<file path="src/rtl/mac_sequencer.sv">
// Tap sequencer for a multiply-accumulate datapath: steps a tap select through
// NTAPS positions per frame and pulses latch/clear/done on the final tap.
module mac_sequencer #(
  parameter int NTAPS = 4,
  parameter int SELW  = $clog2(NTAPS),
  parameter int FCW   = 8
) (
  input  logic            clk,
  input  logic            reset,
  input  logic            start,
  input  logic            cont,
  input  logic            stall,
  output logic [SELW-1:0] muxControl,
  output logic            enData,
  output logic            clearAccum,
  output logic            busy,
  output logic            done,
  output logic [FCW-1:0]  frames
);

  localparam logic [0:0] IDLE = 1'b0;
  localparam logic [0:0] RUN  = 1'b1;

  localparam logic [SELW-1:0] LAST_IDX = SELW'(NTAPS - 1);

  logic [0:0]      state;
  logic [SELW-1:0] idx;
  logic [FCW-1:0]  frame_cnt;
  logic            in_run;
  logic            last_tap;
  logic            go;

  always_comb begin
    in_run = (state == RUN);
    go     = start | cont;
    // Gated by reset so an aborted frame never emits its end-of-frame pulses.
    last_tap = in_run && !stall && (idx == LAST_IDX) && !reset;
  end

  always_comb begin
    muxControl = in_run ? idx : '0;
    enData     = last_tap;
    clearAccum = last_tap;
    done       = last_tap;
    busy       = in_run;
    frames     = frame_cnt;
  end

  always_ff @(posedge clk) begin
    if (reset) begin
      state     <= IDLE;
      idx       <= '0;
      frame_cnt <= '0;
    end else if (state == IDLE) begin
      if (go) begin
        state <= RUN;
        idx   <= '0;
      end
    end else if (!stall) begin
      if (idx == LAST_IDX) begin
        // Wrap explicitly so non-power-of-two depths never reach 2^SELW.
        frame_cnt <= frame_cnt + FCW'(1);
        idx       <= '0;
        if (!go) state <= IDLE;
      end else begin
        idx <= idx + SELW'(1);
      end
    end
  end

endmodule

</file>
<file path="config.mk">
export PLATFORM = sky130hd
export DESIGN_NAME = mac_sequencer
export DESIGN_NICKNAME = d
export VERILOG_FILES = /design/src/rtl/mac_sequencer.sv
export SDC_FILE = /design/constraint.sdc
export NUM_CORES = 1
export LEC_CHECK = 0
export BUFFER_PORTS_ARGS = -buffer_cell sky130_fd_sc_hd__buf_2
export CAP_MARGIN = 15
export CORE_AREA = 5 5 42 44
export DETAILED_ROUTE_END_ITERATION = 12
export DIE_AREA = 0 0 47 49
export PLACE_DENSITY = 0.68
export SYNTH_ARGS = -nofsm -noshare
export SYNTH_HDL_FRONTEND = slang
export SYNTH_SLANG_ARGS = --single-unit
</file>
<file path="constraint.sdc">
create_clock -name clk -period 1.8 [get_ports clk]
set_clock_uncertainty 0.2 [all_clocks]
set_input_delay 0.36 -clock clk [delete_from_list [all_inputs] [get_ports clk]]
set_output_delay 0.36 -clock clk [all_outputs]
set_load 0.02 [all_outputs]
</file>
==> results.md <==
* Outcome: complete, no violations
* Post-Synth Simple-Gate Area at 28.9%
* Critical Path Start Type: register
* Largest family of logic cells by synthesized area: simple AND/OR/NAND/NOR gates
* Post-DRT Antenna Nets at 0
* Commonest non-fill, non-tap cell in the layout: buf_2
* Initial Utilization at between 30% and 40%
* R2R Setup Slk at 0.08 ns
* Clock Root Buffer: clkbuf_4
* Worst EP required at 1.24 ns
* Most frequent cells in the layout: 15 x buf_2, 8 x a21oi_1, 8 x dfxtp_1
* Die width at between 40 and 50 µm
* Hold Buf Count CTS at 0
* Xor/xnor share of the synthesized area at 3.19%
* P per Cell Area at 622 nW/µm²
* Mux cell area share after synthesis at 1.82%
* Inserted Clock Buffers at 3
* Num ports at 19
* Fillcell total at roughly 140
* Setup repair after global routing missed its margin: yes
* Final wirelength at 1.17 mm
* Rel. slew slack at between 80 and 90%
* Post-route clock period utilization at a little over nine tenths
* Overall Global Routing Usage at 11.3%
* GP Congestion at between 0.7 and 0.8
* Largest net degree at the start of global routing at 13
* Setup Viol. Count Final at 0
* Max_cap viols at 0
* Min Clock Period, post-route at 1.77 ns
* Layout cells sized above 1 at 40.2%
* # diodes at 0
* Synth Instances at 61
* Routed len/inst at 11.9 µm
* Pin slew with the least headroom to its limit at 0.256 ns
* Synth-to-Final Area Change at 32.3%
* Overflow left after global routing at 0
* Min-Delay Path Class: primary input to register
* Port bufs at 18
* Maximum vdd drop at 0.396 mV
* Die Y at 49 µm
* DP Wirelength at between 800 and 900 µm
* Worst-Skew Late Latency at about 0.26 ns
* Synth Area in Compound Gates at about 16%
* # rows at 14
* Yosys warns at 0
* Final hold violations at 0
* Critical Path End Type: output pin
* Initial antenna violation count at 0
* Sequential share of the synthesized area at 40.1%
* Max FO, Critical Path at 4
* Post-route DRC violation count at 0
* First-pass DRT Iterations at 4
* Via density at between 5 and 6
* Routed vias at 518
* CTS H-tree lvls at 1
* Clock Pin Slew Worst Setup and Hold Paths at 0.07 ns
* LEAKAGE at between 0.0003 and 0.0004 µW
* Yosys cell types at 21
* Global-route wire length before repair at between 1.5 and 2 mm
* Setup TNS at 0 ns
* Clock buffer depth at 2
* Adder-Cell Fraction of Synth Area at ~4.6%
* Mapped cell area at about 550 µm²
* Initial DRC count at 7
* Vias in the first global route at 441
* CTS tree: yes
* FMAX at 565 MHz
* Die area at around 2300 µm²
* Synthesized Nets at 68
* Slew Viols, Final at 0
* Synthesized flop and latch total at 11
* Avg Cell Area, Syn at 9.00 µm²
* Critical path class: register to output pin
* Fin Hold WS at 0.167 ns
* Core Footprint at 1400 µm²
* CTS Sinks at 11
* Crit path DAT at around 1.2 ns
* Net count, final at 90
-- metrics by stage --
| step | power (µW) | std cells | setup slack [ns] | utilization, % | instance area [µm²] |
|---|---|---|---|---|---|
| 2_1_floorplan | 274 | 61 | 0.00431 | - | 552 |
| 3_3_place_gp | 285 | 93 | 0.0894 | 46.4 | 651 |
| 3_5_place_dp | 285 | 93 | 0.0511 | 46.4 | 651 |
| 4_1_cts | 456 | 98 | 0.00202 | 51.7 | 724 |
| 5_1_grt | 479 | 98 | -0.0329 | 51.9 | 727 |
| 6_report | 452 | 98 | 0.0315 | 51.9 | 727 |
-- critical path, cell delays in order, from the launching register on --
cell and delay, ns:
dfxtp_4 0.37, ha_4 0.13, nand3b_1 0.14, nor2_4 0.17, buf_6 0.14
-- layout make-up --
cell class	count	area [µm²]	area share (%)
Multi-Input combinational cell	45	319	43.9
Sequential cell	11	226	31.2
Timing Repair Buffer	21	131	18.1
Clock buffer	4	26.3	3.61
Tap cell	16	20.0	2.75
Inverter	1	3.75	0.516
-- power breakdown --
group	internal (µW)	leakage, µW	total [µW]	switching [µW]
Sequential	246	0.0000904	251	5.42
Clock	85.5	0.0000150	171	85.1
Combinational	13.7	0.000228	29.8	16.1
Total	345	0.000334	452	107
-- path summary, 6_finish.rpt --
path | from | to | cells after the start
setup / recovery | idx[0]$_SDFFE_PP0P_ | done | 4
hold / removal | start | busy$_SDFF_PP0_ | 3
setup reg to reg | idx[0]$_SDFFE_PP0P_ | frames[6]$_SDFFE_PP0P_ | 5
hold reg to reg | frames[7]$_SDFFE_PP0P_ | frames[7]$_SDFFE_PP0P_ | 2
-- kinds of logic (layout without fill, tap and decap cells) --
| group | Yosys count | in the layout |
|---|---|---|
| mux | 1 | 1 |
| fa+ha+maj | 2 | 2 |
| xor+xnor | 2 | 2 |
| simple gates | 24 | 24 |
| buf+inv | 5 | 26 |
| compound gates | 16 | 16 |
| flops | 11 | 11 |
-- Yosys cell counts (all sizes together) --
cell type	n	area share, %
xor2	2	3.2
o31ai	3	4.1
buf	3	4.1
or4	3	4.1
nand4	1	1.1
a21oi	8	7.3
nor2	5	3.4
nand3b	2	2.7
ha	2	4.6
or3	2	2.7
o21ai	5	4.6
or4b	1	1.8
dfxtp	11	40
nor3	1	0.91
and2	3	3.4
nand4b	2	5.9
mux2i	1	1.8
inv	1	0.68
nand2	4	2.7
clkbuf	1	0.68
-- what timing repair did --
item	4_1_cts	5_1_grt
pin swaps	2	2
endpoints found under the setup margin	3	4
setup buffers	1	0
hold endpoints to repair	0	0
resized for setup	12	1
-- layer usage --
layer	vias to the layer above	routed length (µm)	track usage, %
met5	-	0	0
met4	0	12	4.15
met3	2	72	4.80
met2	11	589	17.9
met1	237	497	12.9
li1	268	-	-
-- sequential cells by signal, indices dropped and copies added (netlist names) --
name / cells
busy: 1
idx: 2
frames: 8
Power figures use the tool's default switching activity.
